[src/rtl/mem_bus_arbiter_if.sv]
`default_nettype none
// ============================================================================
// Module   : mem_bus_arbiter_if
// Purpose  : Bundles the fetch requester, data requester and external memory
//            bus signals of the memory bus arbiter.
// Modports : master - arbiter view (serves both requesters, drives the bus)
//            slave  - environment view (pipeline requesters + memory)
// Signals  : if_*    instruction fetch request/ack/data + flush
//            mem_*   data access request/ack/data, byte lanes
//            stallreq_if / stallreq_mem  pipeline stall requests
//            bus_*   registered single-ported memory bus, req/ack handshake
// Revision : 1.0 - initial release
// ============================================================================
interface mem_bus_arbiter_if #(
    parameter int ADDR_W = 32,
    parameter int DATA_W = 32
);
    localparam int SEL_W = DATA_W / 8;

    // Fetch requester
    logic              if_ce;
    logic [ADDR_W-1:0] if_addr;
    logic              if_ack;
    logic [DATA_W-1:0] if_rdata;
    logic              flush;

    // Data requester
    logic              mem_ce;
    logic              mem_we;
    logic [ADDR_W-1:0] mem_addr;
    logic [SEL_W-1:0]  mem_sel;
    logic [DATA_W-1:0] mem_wdata;
    logic              mem_ack;
    logic [DATA_W-1:0] mem_rdata;

    // Pipeline stall requests
    logic              stallreq_if;
    logic              stallreq_mem;

    // External memory bus
    logic              bus_req;
    logic              bus_we;
    logic [ADDR_W-1:0] bus_addr;
    logic [SEL_W-1:0]  bus_sel;
    logic [DATA_W-1:0] bus_wdata;
    logic [DATA_W-1:0] bus_rdata;
    logic              bus_ack;
    logic              bus_err;

    modport master (
        input  if_ce, if_addr, flush,
        input  mem_ce, mem_we, mem_addr, mem_sel, mem_wdata,
        input  bus_rdata, bus_ack,
        output if_ack, if_rdata,
        output mem_ack, mem_rdata,
        output stallreq_if, stallreq_mem,
        output bus_req, bus_we, bus_addr, bus_sel, bus_wdata, bus_err
    );

    modport slave (
        output if_ce, if_addr, flush,
        output mem_ce, mem_we, mem_addr, mem_sel, mem_wdata,
        output bus_rdata, bus_ack,
        input  if_ack, if_rdata,
        input  mem_ack, mem_rdata,
        input  stallreq_if, stallreq_mem,
        input  bus_req, bus_we, bus_addr, bus_sel, bus_wdata, bus_err
    );

endinterface
`default_nettype wire

[src/rtl/mem_bus_arbiter.sv]
`default_nettype none
// ============================================================================
// Module   : mem_bus_arbiter
// Purpose  : Shares one single-ported SRAM-like bus between instruction fetch
//            (read-only) and the data path (read/write with byte lanes).
//            Round-robin arbitration on ties, wait-state tolerant req/ack bus
//            handshake, fetch cancellation on flush, and a wait-cycle timeout
//            that completes the access with an error.
// Ports    : clk  - rising-edge clock
//            rst  - synchronous reset, active-low
//            bus  - mem_bus_arbiter_if.master (requesters, stalls, bus)
// Revision : 1.0 - initial release
// ============================================================================
module mem_bus_arbiter #(
    parameter int ADDR_W  = 32,
    parameter int DATA_W  = 32,
    parameter int TIMEOUT = 255
) (
    input  wire logic         clk,
    input  wire logic         rst,
    mem_bus_arbiter_if.master bus
);

    localparam int         SEL_W       = DATA_W / 8;
    // Last wait count before the timeout fires: TIMEOUT bus_req cycles total.
    localparam logic [7:0] c_WAIT_LAST = 8'(TIMEOUT - 1);

    typedef enum logic [1:0] {
        S_IDLE       = 2'd0,
        S_IF_ACC     = 2'd1,
        S_MEM_ACC    = 2'd2,
        S_IF_DISCARD = 2'd3
    } state_t;

    state_t            r_state,     w_state_nxt;
    logic              r_last_mem,  w_last_mem_nxt;   // 1: last grant went to MEM
    logic [7:0]        r_wait,      w_wait_nxt;
    logic              r_bus_req,   w_bus_req_nxt;
    logic              r_bus_we,    w_bus_we_nxt;
    logic [ADDR_W-1:0] r_bus_addr,  w_bus_addr_nxt;
    logic [SEL_W-1:0]  r_bus_sel,   w_bus_sel_nxt;
    logic [DATA_W-1:0] r_bus_wdata, w_bus_wdata_nxt;
    logic              r_bus_err,   w_bus_err_nxt;
    logic              r_if_ack,    w_if_ack_nxt;
    logic              r_mem_ack,   w_mem_ack_nxt;
    logic [DATA_W-1:0] r_if_rdata,  w_if_rdata_nxt;
    logic [DATA_W-1:0] r_mem_rdata, w_mem_rdata_nxt;

    // A requester still holds ce in its ack cycle; that is not a new request.
    logic w_if_req;
    logic w_mem_req;
    logic w_grant_mem;
    logic w_done;
    logic w_timeout;

    assign w_if_req    = bus.if_ce  & ~r_if_ack;
    assign w_mem_req   = bus.mem_ce & ~r_mem_ack;
    assign w_grant_mem = w_mem_req & (~w_if_req | ~r_last_mem);
    assign w_done      = r_bus_req & bus.bus_ack;
    assign w_timeout   = r_bus_req & ~bus.bus_ack & (r_wait == c_WAIT_LAST);

    always_ff @(posedge clk) begin
        if (!rst) begin
            r_state     <= S_IDLE;
            r_last_mem  <= 1'b0;
            r_wait      <= '0;
            r_bus_req   <= 1'b0;
            r_bus_we    <= 1'b0;
            r_bus_addr  <= '0;
            r_bus_sel   <= '0;
            r_bus_wdata <= '0;
            r_bus_err   <= 1'b0;
            r_if_ack    <= 1'b0;
            r_mem_ack   <= 1'b0;
            r_if_rdata  <= '0;
            r_mem_rdata <= '0;
        end else begin
            r_state     <= w_state_nxt;
            r_last_mem  <= w_last_mem_nxt;
            r_wait      <= w_wait_nxt;
            r_bus_req   <= w_bus_req_nxt;
            r_bus_we    <= w_bus_we_nxt;
            r_bus_addr  <= w_bus_addr_nxt;
            r_bus_sel   <= w_bus_sel_nxt;
            r_bus_wdata <= w_bus_wdata_nxt;
            r_bus_err   <= w_bus_err_nxt;
            r_if_ack    <= w_if_ack_nxt;
            r_mem_ack   <= w_mem_ack_nxt;
            r_if_rdata  <= w_if_rdata_nxt;
            r_mem_rdata <= w_mem_rdata_nxt;
        end
    end

    always_comb begin
        w_state_nxt     = r_state;
        w_last_mem_nxt  = r_last_mem;
        w_wait_nxt      = r_wait;
        w_bus_req_nxt   = r_bus_req;
        w_bus_we_nxt    = r_bus_we;
        w_bus_addr_nxt  = r_bus_addr;
        w_bus_sel_nxt   = r_bus_sel;
        w_bus_wdata_nxt = r_bus_wdata;
        w_bus_err_nxt   = 1'b0;
        w_if_ack_nxt    = 1'b0;
        w_mem_ack_nxt   = 1'b0;
        w_if_rdata_nxt  = r_if_rdata;
        w_mem_rdata_nxt = r_mem_rdata;

        case (r_state)
            S_IDLE: begin
                if (w_grant_mem) begin
                    w_state_nxt     = S_MEM_ACC;
                    w_last_mem_nxt  = 1'b1;
                    w_wait_nxt      = '0;
                    w_bus_req_nxt   = 1'b1;
                    w_bus_we_nxt    = bus.mem_we;
                    w_bus_addr_nxt  = bus.mem_addr;
                    w_bus_sel_nxt   = bus.mem_sel;
                    w_bus_wdata_nxt = bus.mem_wdata;
                end else if (w_if_req) begin
                    w_state_nxt     = S_IF_ACC;
                    w_last_mem_nxt  = 1'b0;
                    w_wait_nxt      = '0;
                    w_bus_req_nxt   = 1'b1;
                    w_bus_we_nxt    = 1'b0;
                    w_bus_addr_nxt  = bus.if_addr;
                    w_bus_sel_nxt   = '1;
                    w_bus_wdata_nxt = '0;
                end
            end

            S_IF_ACC: begin
                if (w_done || w_timeout) begin
                    w_state_nxt   = S_IDLE;
                    w_bus_req_nxt = 1'b0;
                    // A flush in the completion cycle still discards the fetch.
                    if (!bus.flush) begin
                        w_if_ack_nxt   = 1'b1;
                        w_bus_err_nxt  = w_timeout;
                        w_if_rdata_nxt = w_timeout ? '0 : bus.bus_rdata;
                    end
                end else begin
                    w_wait_nxt = r_wait + 8'd1;
                    if (bus.flush) begin
                        w_state_nxt = S_IF_DISCARD;
                    end
                end
            end

            S_MEM_ACC: begin
                if (w_done || w_timeout) begin
                    w_state_nxt     = S_IDLE;
                    w_bus_req_nxt   = 1'b0;
                    w_mem_ack_nxt   = 1'b1;
                    w_bus_err_nxt   = w_timeout;
                    w_mem_rdata_nxt = w_timeout ? '0 : bus.bus_rdata;
                end else begin
                    w_wait_nxt = r_wait + 8'd1;
                end
            end

            S_IF_DISCARD: begin
                // The bus cycle must still finish; its result is dropped silently.
                if (w_done || w_timeout) begin
                    w_state_nxt   = S_IDLE;
                    w_bus_req_nxt = 1'b0;
                end else begin
                    w_wait_nxt = r_wait + 8'd1;
                end
            end

            default: begin
                w_state_nxt   = S_IDLE;
                w_bus_req_nxt = 1'b0;
            end
        endcase
    end

    assign bus.if_ack       = r_if_ack;
    assign bus.if_rdata     = r_if_rdata;
    assign bus.mem_ack      = r_mem_ack;
    assign bus.mem_rdata    = r_mem_rdata;
    assign bus.stallreq_if  = bus.if_ce  & ~r_if_ack;
    assign bus.stallreq_mem = bus.mem_ce & ~r_mem_ack;
    assign bus.bus_req      = r_bus_req;
    assign bus.bus_we       = r_bus_we;
    assign bus.bus_addr     = r_bus_addr;
    assign bus.bus_sel      = r_bus_sel;
    assign bus.bus_wdata    = r_bus_wdata;
    assign bus.bus_err      = r_bus_err;

endmodule
`default_nettype wire

[src/flat_wrapper.sv]
// flat-port wrapper written by rule: the top's interface ports become plain ports
module mem_bus_arbiter_flat 
#(
    parameter int ADDR_W  = 32,
    parameter int DATA_W  = 32,
    parameter int TIMEOUT = 255
)
  (clk, rst, bus_if_ce, bus_if_addr, bus_flush, bus_mem_ce, bus_mem_we, bus_mem_addr, bus_mem_sel, bus_mem_wdata, bus_bus_rdata, bus_bus_ack, bus_if_ack, bus_if_rdata, bus_mem_ack, bus_mem_rdata, bus_stallreq_if, bus_stallreq_mem, bus_bus_req, bus_bus_we, bus_bus_addr, bus_bus_sel, bus_bus_wdata, bus_bus_err);
  mem_bus_arbiter_if #(.ADDR_W(ADDR_W), .DATA_W(DATA_W)) bus_i ();
  input  wire logic clk;
  input  wire logic rst;
  input wire logic [$bits(bus_i.if_ce)-1:0] bus_if_ce;
  input wire logic [$bits(bus_i.if_addr)-1:0] bus_if_addr;
  input wire logic [$bits(bus_i.flush)-1:0] bus_flush;
  input wire logic [$bits(bus_i.mem_ce)-1:0] bus_mem_ce;
  input wire logic [$bits(bus_i.mem_we)-1:0] bus_mem_we;
  input wire logic [$bits(bus_i.mem_addr)-1:0] bus_mem_addr;
  input wire logic [$bits(bus_i.mem_sel)-1:0] bus_mem_sel;
  input wire logic [$bits(bus_i.mem_wdata)-1:0] bus_mem_wdata;
  input wire logic [$bits(bus_i.bus_rdata)-1:0] bus_bus_rdata;
  input wire logic [$bits(bus_i.bus_ack)-1:0] bus_bus_ack;
  output wire logic [$bits(bus_i.if_ack)-1:0] bus_if_ack;
  output wire logic [$bits(bus_i.if_rdata)-1:0] bus_if_rdata;
  output wire logic [$bits(bus_i.mem_ack)-1:0] bus_mem_ack;
  output wire logic [$bits(bus_i.mem_rdata)-1:0] bus_mem_rdata;
  output wire logic [$bits(bus_i.stallreq_if)-1:0] bus_stallreq_if;
  output wire logic [$bits(bus_i.stallreq_mem)-1:0] bus_stallreq_mem;
  output wire logic [$bits(bus_i.bus_req)-1:0] bus_bus_req;
  output wire logic [$bits(bus_i.bus_we)-1:0] bus_bus_we;
  output wire logic [$bits(bus_i.bus_addr)-1:0] bus_bus_addr;
  output wire logic [$bits(bus_i.bus_sel)-1:0] bus_bus_sel;
  output wire logic [$bits(bus_i.bus_wdata)-1:0] bus_bus_wdata;
  output wire logic [$bits(bus_i.bus_err)-1:0] bus_bus_err;
  assign bus_i.if_ce = bus_if_ce;
  assign bus_i.if_addr = bus_if_addr;
  assign bus_i.flush = bus_flush;
  assign bus_i.mem_ce = bus_mem_ce;
  assign bus_i.mem_we = bus_mem_we;
  assign bus_i.mem_addr = bus_mem_addr;
  assign bus_i.mem_sel = bus_mem_sel;
  assign bus_i.mem_wdata = bus_mem_wdata;
  assign bus_i.bus_rdata = bus_bus_rdata;
  assign bus_i.bus_ack = bus_bus_ack;
  assign bus_if_ack = bus_i.if_ack;
  assign bus_if_rdata = bus_i.if_rdata;
  assign bus_mem_ack = bus_i.mem_ack;
  assign bus_mem_rdata = bus_i.mem_rdata;
  assign bus_stallreq_if = bus_i.stallreq_if;
  assign bus_stallreq_mem = bus_i.stallreq_mem;
  assign bus_bus_req = bus_i.bus_req;
  assign bus_bus_we = bus_i.bus_we;
  assign bus_bus_addr = bus_i.bus_addr;
  assign bus_bus_sel = bus_i.bus_sel;
  assign bus_bus_wdata = bus_i.bus_wdata;
  assign bus_bus_err = bus_i.bus_err;
  mem_bus_arbiter #(.ADDR_W(ADDR_W), .DATA_W(DATA_W), .TIMEOUT(TIMEOUT)) u_core (.clk(clk), .rst(rst), .bus(bus_i));
endmodule
[config.mk]
export PLATFORM = sky130hd
export DESIGN_NAME = mem_bus_arbiter_flat
export DESIGN_NICKNAME = d
export VERILOG_FILES = /design/src/rtl/mem_bus_arbiter_if.sv /design/src/rtl/mem_bus_arbiter.sv /design/src/flat_wrapper.sv
export SDC_FILE = /design/constraint.sdc
export NUM_CORES = 1
export LEC_CHECK = 0
export ABC_AREA = 1
export CORE_MARGIN = 2
export CORE_UTILIZATION = 42
export DETAILED_ROUTE_END_ITERATION = 7
export PLACE_DENSITY = 0.88
export SETUP_SLACK_MARGIN = 0.5
export SLEW_MARGIN = 20
export SYNTH_ARGS = -nofsm -noshare
export SYNTH_HDL_FRONTEND = slang
export SYNTH_SLANG_ARGS = --single-unit
[constraint.sdc]
create_clock -name clk -period 2.25 [get_ports clk]
set_clock_uncertainty 0.1 [all_clocks]
set_input_delay 0.675 -clock clk [delete_from_list [all_inputs] [get_ports clk]]
set_output_delay 0.675 -clock clk [all_outputs]
set_load 0.02 [all_outputs]
# ---- Word-level counts from Yosys, hierarchy flattened
# Cells that the tools add are included.
dict set report totals {
  input_bits 139
  word_cells 79
  register_bits 148
  out_inout_bits 139
}
dict set report classes {
  addsub 1
  n_mux 30
  eq_ne 9
  bitwise 13
  reduce_logical 13
}
# op count
set ops {}
lappend ops {{$mux 32} 5}
lappend ops {{$mux 8} 3}
lappend ops {{$pmux 8 s2} 1}
lappend ops {{$mux 1} 11}
lappend ops {{$mux 2} 5}
lappend ops {{$reduce_and 2->1} 5}
lappend ops {{$reduce_and 3->1} 3}
lappend ops {{$add 8x1->8 const B} 1}
lappend ops {{$eq 8x8->1 const B} 1}
lappend ops {{$mux 4} 2}
lappend ops {{$and 1x1->1} 6}
lappend ops {{$not 1->1} 6}
lappend ops {{$pmux 2 s3} 1}
lappend ops {{$eq 2x2->1 const B} 2}
lappend ops {{$ne 2x1->1 const B} 2}
lappend ops {{$pmux 1 s2} 2}
lappend ops {{$ne 3x1->1 const B} 1}
lappend ops {{$ne 3x2->1 const B} 1}
lappend ops {{$reduce_or 3->1} 1}
lappend ops {{$eq 2x1->1 const B} 1}
lappend ops {{$logic_not 2->1} 1}
lappend ops {{$ne 2x2->1 const B} 1}
lappend ops {{$reduce_bool 2->1} 1}
lappend ops {{$reduce_or 2->1} 1}
lappend ops {{2 further kinds} 2}

# ---- Logic depth before layout (Yosys ltp)
# Gate-level depths: netlist of the first run.
dict set report depth {
  ltp_word 7
  mapped_depth 12
  ltp_nobuf 11
}

# ---- Worst setup path before layout of the first run
# No wires, ideal clock.
dict set report synth_path {
  kind {in2reg}
  startpoint {in bus_if_ce}
  endpoint {reg u_core.r_bus_addr[0], in the netlist u_core.bus.bus_addr[0]}
  required_time_ns 2.034
  arrival_time_ns 1.797
  path_stages 10
  setup_slack_ns 0.236
  setup_time_ns 0.116
  n_path_buf 1
  path_cell_list {inv_1 -> nor2_1 -> nand2_1 -> nand2_1 -> inv_1 -> buf_2 -> nand2_1 -> nand3_1 -> o211ai_1 -> inv_1}
}
dict set report synth_between {
  elab_chain_len 6
  word_cells_on_any_way 7
  cone_classes {mux: 1; bitwise: 4; reduce/logical: 2}
}
# element line
set synth_rtl {}
lappend synth_rtl {{start: declaration} flat_wrapper.sv:12} ;# input wire logic [$bits(bus_i.if_ce)-1:0] bus_if_ce;
lappend synth_rtl {{$and 1x1->1 *} n/a}
lappend synth_rtl {{net bus_stallreq_if} flat_wrapper.sv:26} ;# output wire logic [$bits(bus_i.stallreq_if)-1:0] bus_stallreq_if;
lappend synth_rtl {{$not 1->1} mem_bus_arbiter.sv:58} ;# assign w_grant_mem = w_mem_req & (~w_if_req | ~r_last_mem);
lappend synth_rtl {{$or 1x1->1} mem_bus_arbiter.sv:58}
lappend synth_rtl {{$and 1x1->1} mem_bus_arbiter.sv:58}
lappend synth_rtl {{$reduce_bool 2->1 (no source line)} n/a}
lappend synth_rtl {{$reduce_and 2->1 (no source line)} n/a}
lappend synth_rtl {{end signal: assignment} mem_bus_arbiter.sv:83} ;# r_bus_addr <= w_bus_addr_nxt;
lappend synth_rtl {{end: declaration} mem_bus_arbiter.sv:40} ;# logic [ADDR_W-1:0] r_bus_addr, w_bus_addr_nxt;
# Mark *: on every way through the listed nets, which the timed path passes. The rest lies on a longest branch.
# A chain may end at the register's enable or synchronous reset.

# ---- Worst setup path in the final report of the first run
dict set report layout_path {
  startpoint {in bus_mem_ce}
  endpoint {out bus_stallreq_mem}
}
dict set report layout_between {
  elab_chain_len 1
}
# element line
set layout_rtl {}
lappend layout_rtl {{start: declaration} flat_wrapper.sv:15} ;# input wire logic [$bits(bus_i.mem_ce)-1:0] bus_mem_ce;
lappend layout_rtl {{$and 1x1->1} mem_bus_arbiter.sv:184} ;# assign bus.stallreq_mem = bus.mem_ce & ~r_mem_ack;
lappend layout_rtl {{end: declaration} flat_wrapper.sv:27} ;# output wire logic [$bits(bus_i.stallreq_mem)-1:0] bus_stallreq_mem;
# No other way between the ends.

==> metrics, run 1 <==
vias 6761; number of global-route vias before repair 6428; initial antenna violation count 1; cell class contributing the biggest share of worst-path delay buffers and inverters; setup slack, reg-to-reg 0.52 ns; CTS Sinks 148; row count 44; total CTS buffers 17; GR Overflow Total 0; Worst Hold End u_core.bus.bus_wdata[17]; core region area 14400 sq um; CP endpoint kind output pin; Initial Util 42.6%; Final Hold Fails 0; RSZ-0062 raised after global routing yes; CP max FO 2; Post-Route Utilization 68.0%; layout cells sized above 1 24.0%; # DRC 0; Post-Synth Simple-Gate Area 27.8%; Synth Area in Adders 1.43%; Critical Path RT 1.47 ns; post-synthesis mux area share 0%; # Max-Cap Violations 0; Initial DRC Count 493; worst path bufs/invs 3; critical path cell sequence buf_2 > nand2_2 > inv_2 > buf_6; sequential area share after synthesis 48.4%; yosys warns 0; Final Power 9.77 mW; clock latency at the later pin of the worst-skew pair 0.42 ns; run status finished, final reports clean; Critical Path Max Stage Delay 0.12 ns; largest net degree at the start of global routing 70; via/cell ratio 4.96; Min-Delay Path Class reg2reg; FF-to-FF Start u_core.r_wait[0]; die width 125 um; max-slew violation count 0; Boundary Pins 278; IO Port Bufs 277; final instance area 9770 sq um; worst hold start u_core.bus.bus_wdata[17]; critical path class in2out; hold path cells 2; reg2reg end u_core.bus.if_rdata[30]; post-synthesis xor/xnor area fraction 0%; Worst setup SP type primary input; Compound-Gate Fraction of Synth Area 13.0%; overall fraction of global-route tracks in use 24.5%; Slew @ Worst Pin 0.365 ns; FMAX 551 MHz; post-DP HPWL 13.2 mm; Max stage delay cell, worst path buf_6; #FFs+latches synth 148; Arr. time, crit path 1.04 ns; DIE AREA 15600 sq um; drt total wl 20.6 mm; Max H-tree Level 4; CTS Root Buffer Type clkbuf_16; largest family of logic cells by synthesized area simple AND/OR/NAND/NOR gates; leakage 4.68 nW; Cell variety after synth 23; Area Overhead vs Synth 59.5%; TritonCTS clock tree yes; Mapped Cells 865; Cell Pwr Density 1000 nW/um^2; Die Span Y 125 um; final setup vio count 0; first-pass iteration count of the detailed router 5; GPL Wtd Cong 0.869; fin crit share 80.6%; Mapped Area 6120 sq um; crit path time final 1.81 ns; Placed Area 9320 sq um; Routed WL per cell 15.1 um; synthesized area per cell 7.08 sq um; CTS max path bufs 2; Syn Nets 1011; nets@finish 1311; normalized max-slew margin 75.7%; first-pass GRT wire length 31.1 mm; Worst-path clk slew 0.06 ns; post-route ant nets 0; VDD IR-drop max 0.504 mV; Reg2Reg Depth 11; Post-Route Setup TNS 0 ns
## worst min-delay path, stage by stage (launching register included)
cell and delay (ns):
dfxtp_1 0.30, nand2_1 0.06, a21oi_1 0.05
## kinds of logic after synthesis
| group | count (synthesis) |
|---|---|
| simple gates | 427 |
| flops | 148 |
| compound gates | 143 |
| buf+inv | 140 |
| fa+ha+maj | 7 |
## metrics by stage
stage / setup slack, ns / hold slack, ns / instances
CTS: 0.409 / 0.361 / 1350
floorplan: 0.490 / 0.341 / 865
global placement: -0.562 / 0.350 / 1311
detailed placement: -0.543 / 0.353 / 1311
finish: 0.436 / 0.360 / 1363
global route: 0.386 / 0.385 / 1363
## state kept, by name, summed over array words and instances (netlist names), 2 cells and up
signal / cells
u_core.r_state: 2
u_core.bus.bus_addr: 32
u_core.r_wait: 8
u_core.bus.if_rdata: 32
u_core.bus.bus_wdata: 32
u_core.bus.mem_rdata: 32
u_core.bus.bus_sel: 4
## Yosys cell counts
cell        n  area, sq um
nand2_1   252          946
dfxtp_1   148         2960
nor2_1    124          465
inv_1      86          323
a21oi_1    60          300
o21ai_0    50          250
nand3_1    39          195
o211ai_1   33          248
clkbuf_1   26         97.6
buf_2      16         80.1
ha_1        7         87.6
buf_1       4         15.0
buf_6       3         33.8
buf_4       2         15.0
inv_2       2         7.51
nand2_2     2         12.5
nand2_4     2         22.5
nand4_1     2         12.5
nor2_2      2         12.5
nor3_1      2         10.0
clkinv_1    1         3.75
nand3_4     1         17.5
nor4_1      1         6.26
## report_power, final
| group | internal (mW) | switching (mW) |
|---|---|---|
| Sequential | 3.07 | 0.238 |
| Combinational | 1.54 | 2.13 |
| Clock | 1.67 | 1.12 |
| Total | 6.28 | 3.49 |
## area by class of cell
| type | count | area, sq um |
|---|---|---|
| Inverter | 89 | 347 |
| Multi-Input combinational cell | 577 | 2750 |
| Antenna cell | 1 | 2.50 |
| Timing Repair Buffer | 332 | 2880 |
| Sequential cell | 148 | 2980 |
| Tap cell | 184 | 230 |
| Clock inverter | 11 | 129 |
| Fill cell | 1170 | 4600 |
| Clock buffer | 21 | 450 |
## worst max path at each step
stage                       start                      end  cells after the start
2_1_floorplan           bus_if_ce  u_core.bus.bus_addr[10]                     10
3_3_place_gp           bus_mem_ce         bus_stallreq_mem                      4
3_5_place_dp           bus_mem_ce         bus_stallreq_mem                      4
4_1_cts        u_core.bus.mem_ack         bus_stallreq_mem                      4
5_1_grt        u_core.bus.mem_ack         bus_stallreq_mem                      4
6_report               bus_mem_ce         bus_stallreq_mem                      4
## timing repair
action,CTS,global route
setup buffers,6,3
hold buffers,0,0
gates resized for setup,592,73
pin swaps,4,9
endpoints found under the setup margin,283,142
gates cloned,1,9
## placed cells by master, fill, tap and decap left out, types with 25 or more instances in the layout
cell type / Yosys / final
o211ai_1: 33 / 33
clkbuf_16: 0 / 25
nand3_1: 39 / 38
clkdlybuf4s50_1: 0 / 134
buf_2: 16 / 128
dfxtp_1: 148 / 139
nor2_1: 124 / 121
nand2_1: 252 / 245
inv_1: 86 / 76
o21ai_0: 50 / 30
a21oi_1: 60 / 50
buf_4: 2 / 38
## routing by layer
layer | GRT usage [%] | vias up | share of wire, %
li1 | - | 3322 | -
met1 | 27.2 | 3124 | 40
met5 | 0 | - | 0
met2 | 43.7 | 269 | 50
met4 | 11.9 | 0 | 3.1
met3 | 5.88 | 46 | 6.7
(Power assumes the default switching activity.)
==> inputs of run 2 (changes only) <==
==> constraint.sdc (replaced) <==
create_clock -name clk -period 1.9 [get_ports clk]
set_clock_uncertainty 0.1 [all_clocks]
set_input_delay 0.57 -clock clk [delete_from_list [all_inputs] [get_ports clk]]
set_output_delay 0.57 -clock clk [all_outputs]
set_load 0.02 [all_outputs]
==> run 2 against run 1 <==
Against the previous run:
- the run now ends with negative setup slack left
- power rose by 45%
- global-route usage rose by 4.8 points
- sequential cell count did not move
- final cell count rose by 5.5%
- clock power rose by 24%
- first-iteration DRC count rose by 38%
- combinational power rose by 77%
- utilization rose by 14 points
- clock-buffer cell count rose by 1
- routed wire length rose by 44%
- critical endpoint is now u_core.bus.bus_addr[28]
- highest routed layer is now met5
==> metrics, run 2 (same netlist as run 1, synthesis figures left out) <==
run status finished, violations left (was finished, final reports clean); violated checks negative setup slack; Boundary Pins 278 (unchanged); crit path time final 2.17 ns; Critical Path RT 2.08 ns (was 1.47 ns); largest net degree at the start of global routing 58 (was 70); initial antenna violation count 1 (unchanged); vias 7834 (was 6761); Die Span Y 125 um (unchanged); TritonCTS clock tree yes (unchanged); Arr. time, crit path 2.35 ns (was 1.04 ns); Placed Area 9490 sq um (was 9320 sq um); GPL Wtd Cong 0.811 (was 0.869); Slew @ Worst Pin 0.714 ns (was 0.365 ns); CTS Sinks 148 (unchanged); FMAX 460 MHz; IO Port Bufs 277 (unchanged); max-slew violation count 0 (unchanged); setup slack, reg-to-reg -0.26 ns (was 0.52 ns); critical path class in2reg (was in2out); final instance area 11800 sq um (was 9770 sq um); first-pass iteration count of the detailed router 5 (unchanged); Final Power 14.1 mW (was 9.77 mW); WHS 0.368 ns (was 0.360 ns); leakage 5.39 nW (was 4.68 nW); hold bufs inserted after CTS 0 (unchanged); CP max FO 8 (was 2); most common cell after layout, fill and taps aside nand2_1 (unchanged); normalized max-slew margin 52.2% (was 75.7%); Initial Util 42.6% (unchanged); post-route ant nets 0 (unchanged); CP endpoint kind flip-flop (was output pin); GR Overflow Total 0 (unchanged); number of global-route vias before repair 7024 (was 6428); die width 125 um (unchanged); CTS max path bufs 2 (unchanged); RSZ-0062 raised after global routing yes (unchanged); post-DP HPWL 14.4 mm (was 13.2 mm); Setup WS post-layout -0.274 ns (was 0.436 ns); Routed WL per cell 20.6 um (was 15.1 um); clock latency at the later pin of the worst-skew pair 0.43 ns (was 0.42 ns); Post-Route Utilization 82.0% (was 68.0%); drt total wl 29.6 mm (was 20.6 mm); most frequent cells in the layout 232 x nand2_1, 162 x buf_6, 136 x dfxtp_2 (was 245 x nand2_1, 139 x dfxtp_1, 134 x clkdlybuf4s50_1); Worst-path clk slew 0.06 ns (about the same); final setup vio count 2 (was 0); CTS Root Buffer Type clkbuf_16 (unchanged); Initial DRC Count 681 (was 493); Worst setup SP type primary input (unchanged); overall fraction of global-route tracks in use 29.3% (was 24.5%); # diodes 0 (was 1); Area Overhead vs Synth 92.4% (was 59.5%); # Max-Cap Violations 0 (unchanged); fin crit share 114%; row count 44 (unchanged); core region area 14400 sq um (unchanged); Cell Pwr Density 1200 nW/um^2 (was 1000 nW/um^2); total CTS buffers 17 (unchanged); nets@finish 1387 (was 1311); layout cells sized above 1 43.5% (was 24.0%); DIE AREA 15600 sq um (unchanged); Max H-tree Level 4 (unchanged); VDD IR-drop max 0.764 mV (was 0.504 mV); Min-Delay Path Class reg2reg (unchanged); # DRC 0 (unchanged); Final Hold Fails 0 (unchanged); first-pass GRT wire length 36.2 mm (was 31.1 mm); Fillers 747 (was 1170); via/cell ratio 5.45 (was 4.96)
==> run 2: changes by cell type in the layout (fill, tap and decap cells not counted), moves of 9 or more <==
cell,before,now
buf_4,38,80
nor2_1,121,111
a21oi_1,50,30
buf_2,128,1
nand2_1,245,232
o21ai_1,14,30
o21ai_0,30,9
buf_6,8,162
dfxtp_2,6,136
a21oi_2,9,29
nor2_2,2,11
dfxtp_1,139,7
==> run 2: repair_timing <==
item                                   4_1_cts  5_1_grt
pin swaps                                    9       49
endpoints found under the hold margin        0        0
setup endpoints to repair                  286      287
gates cloned                                 4       11
resized for setup                         1000      136
buffers inserted                            23       49
==> run 2: metrics by stage <==
step	setup WS, ns	cells	setup TNS (ns)
2_1_floorplan	0.306	865	0
3_3_place_gp	-0.718	1319	-43.50
3_5_place_dp	-0.725	1319	-47.01
4_1_cts	0.180	1378	0
5_1_grt	-0.269	1438	-0.341
6_report	-0.274	1438	-0.275
==> run 2: routing by layer <==
metal  global-route usage (%)  up-vias  part of all wire [%]
met2                     49.5      527                    48
li1                         -     3485                     -
met5                        0        -                 0.044
met3                     10.5      198                    11
met4                     17.8        2                   7.8
met1                     31.3     3622                    33
==> run 2: final timing paths <==
path,from,to,cells past startpoint
max,bus_mem_ce,u_core.bus.bus_addr[28],9
min,u_core.bus.bus_wdata[16],u_core.bus.bus_wdata[16],2
max reg2reg,u_core.bus.mem_ack,u_core.bus.bus_addr[28],9
min reg2reg,u_core.bus.bus_wdata[16],u_core.bus.bus_wdata[16],2
==> run 2: layout make-up <==
class,count,area (sq um),share of cell area [%]
clock buffer,22,464,3.94
clock inverter,10,123,1.04
inverter,89,387,3.28
multi-input combinational,577,3000,25.4
sequential,148,3150,26.7
tap,184,230,1.95
timing repair buffer,408,4430,37.6
==> run 2: where the power goes <==
| part | internal (mW) | switching, mW | total (mW) | leakage (nW) |
|---|---|---|---|---|
| clock | 2.02 | 1.43 | 3.44 | 0.277 |
| combinational | 3.22 | 3.28 | 6.50 | 3.84 |
| sequential | 3.74 | 0.454 | 4.19 | 1.27 |
==> run 2: critical path, stage by stage <==
cell and delay [ns]:
clkdlybuf4s15_1 0.25, nand2_4 0.13, buf_4 0.17, a21oi_4 0.08, buf_12 0.16, buf_4 0.15
buf_6 0.13, o211ai_1 0.58, inv_1 0.14
==> inputs of run 3 (changes only) <==
--- a/config.mk
+++ b/config.mk
@@ -9,6 +9,7 @@
 export CORE_MARGIN = 2
 export CORE_UTILIZATION = 42
 export DETAILED_ROUTE_END_ITERATION = 7
+export GPL_TIMING_DRIVEN = 0
 export PLACE_DENSITY = 0.88
 export SETUP_SLACK_MARGIN = 0.5
 export SLEW_MARGIN = 20
==> run 3 against run 2 <==
Against the previous run:
- via count grew 6.2%
- largest cell class unchanged
- first-iteration DRC count grew 3.7%
- sequential share of layout area shrank 1.1 points
- design area grew 4.8%
- worst hold slack gained 0.0053 ns
- the flow still finishes with violations (negative setup slack)
- final cell count grew 1.8%
- combinational power grew 13%
==> metrics, run 3 (same netlist as run 1, synthesis figures left out) <==
most common cell after layout, fill and taps aside nand2_1 (unchanged); Worst-path clk slew 0.06 ns (about the same); Slew @ Worst Pin 0.742 ns (was 0.714 ns); leakage 5.68 nW (was 5.39 nW); largest net degree at the start of global routing 17 (was 58); CTS Root Buffer Type clkbuf_16 (unchanged); share of power burned in registers 27.4% (was 29.6%); Boundary Pins 278 (unchanged); post-DP HPWL 16.0 mm (was 14.4 mm); Post-Route Setup TNS -0.0262 ns (was -0.275 ns); Worst setup SP type flip-flop (was primary input); CP endpoint kind flip-flop (unchanged); via/cell ratio 5.68 (was 5.45); final instance area 12300 sq um (was 11800 sq um); # DRC 0 (unchanged); CTS Sinks 148 (unchanged); most frequent cells in the layout 219 x nand2_1, 164 x buf_6, 138 x dfxtp_2 (was 232 x nand2_1, 162 x buf_6, 136 x dfxtp_2); Max H-tree Level 4 (unchanged); clock latency at the later pin of the worst-skew pair 0.44 ns (was 0.43 ns); max-slew violation count 0 (unchanged); hold bufs inserted after CTS 0 (unchanged); GPL Wtd Cong 0.835 (was 0.811); switch share 37.0% (was 36.5%); VDD IR-drop max 0.874 mV (was 0.764 mV); post-route ant nets 0 (unchanged); # Max-Cap Violations 0 (unchanged); fin crit share 101% (was 114%); Die Span Y 125 um (unchanged); number of global-route vias before repair 7575 (was 7024); Final Hold Fails 0 (unchanged); pre-CTS setup slack -0.823 ns (was -0.725 ns); Post-Route Utilization 85.9% (was 82.0%); Final Power 15.3 mW (was 14.1 mW); RSZ-0062 raised after global routing yes (unchanged); drt total wl 33.6 mm (was 29.6 mm); CP max FO 8 (unchanged); FMAX 519 MHz (was 460 MHz); Critical Path RT 2.12 ns (was 2.08 ns); Area Overhead vs Synth 102% (was 92.4%); critical path class reg2reg (was in2reg); Initial Util 42.6% (unchanged); GR Overflow Total 0 (unchanged); Fillers 636 (was 747); Routed WL per cell 22.9 um (was 20.6 um); Arr. time, crit path 2.15 ns (was 2.35 ns); TritonCTS clock tree yes (unchanged); layout cells sized above 1 49.1% (was 43.5%); run status finished, violations left (unchanged); total CTS buffers 17 (unchanged); initial antenna violation count 4 (was 1); violated checks negative setup slack (unchanged); Clock Power Share 24.5% (was 24.4%); combinational power share 48.1% (was 46.0%); final setup vio count 1 (was 2); Min-Delay Path Class reg2reg (unchanged); core region area 14400 sq um (unchanged); first-pass iteration count of the detailed router 5 (unchanged); vias 8318 (was 7834); CTS max path bufs 2 (unchanged); nets@finish 1412 (was 1387); Initial DRC Count 706 (was 681); IO Port Bufs 276 (was 277); first-pass GRT wire length 39.1 mm (was 36.2 mm); die width 125 um (unchanged); Pint 9.66 mW (was 8.97 mW); Placed Area 9370 sq um (was 9490 sq um); crit path time final 1.93 ns (was 2.17 ns); Setup WS post-layout -0.0262 ns (was -0.274 ns); DIE AREA 15600 sq um (unchanged); Cell Pwr Density 1240 nW/um^2 (was 1200 nW/um^2); overall fraction of global-route tracks in use 32.0% (was 29.3%); normalized max-slew margin 50.5% (was 52.2%); row count 44 (unchanged); Psw 5.66 mW (was 5.17 mW)
-- run 3: power groups by stage --
stage / Clock [mW] / Sequential, mW / Combinational (mW)
finish: 3.76 / 4.20 / 7.37
global route: 3.87 / 4.22 / 7.63
CTS: 3.69 / 4.02 / 5.72
detailed placement: 0 / 3.97 / 4.13
global placement: 0 / 3.94 / 4.04
floorplan: 0 / 4.50 / 1.80
-- run 3: routing by layer --
metal | part of all wire [%] | track usage [%]
met5 | 0.074 | 0
met4 | 9.1 | 19.4
met3 | 11 | 10.7
met2 | 49 | 57.2
met1 | 31 | 32.0
-- run 3: worst max-delay path: stages, from the launching register on --
cell and delay [ns]:
dfxtp_4 0.37, inv_4 0.09, ha_4 0.16, inv_4 0.05, a21oi_4 0.16, buf_12 0.18, buf_12 0.15, buf_6 0.11
nand3_2 0.17, o211ai_1 0.19, inv_1 0.07
-- run 3: path summary, 6_finish.rpt --
check | from | endpoint | slack, ns | cells after the start
max | u_core.r_state[0] | u_core.bus.bus_addr[29] | -0.03 | 10
min | u_core.bus.mem_rdata[7] | u_core.bus.mem_rdata[7] | 0.37 | 2
max reg2reg | u_core.r_state[0] | u_core.bus.bus_addr[29] | -0.03 | 10
min reg2reg | u_core.bus.mem_rdata[7] | u_core.bus.mem_rdata[7] | 0.37 | 2
-- run 3: final cells by class --
type                            instances  area, sq um  share of cell area, %
Sequential cell                       148         3160                   25.6
Clock inverter                         11          171                   1.39
Tap cell                              184          230                   1.86
Antenna cell                            1         2.50                 0.0203
Timing Repair Buffer                  381         4020                   32.6
Inverter                               89          389                   3.15
Clock buffer                           21          470                   3.81
Buffer                                 51          611                   4.95
Multi-Input combinational cell        577         3280                   26.6
Timing Repair inverter                  1         8.76                 0.0709
-- run 3: what timing repair did --
action	4_1_cts	5_1_grt
pin swaps	23	46
gates cloned	12	4
buffers inserted	42	48
endpoints found under the setup margin	287	287
endpoints found under the hold margin	0	0
resized for setup	872	387
-- run 3: per-stage QoR --
stage / instances / hold WS, ns
6_report: 1464 / 0.374
5_1_grt: 1464 / 0.392
3_3_place_gp: 1325 / 0.349
4_1_cts: 1411 / 0.364
3_5_place_dp: 1325 / 0.357
2_1_floorplan: 865 / 0.353
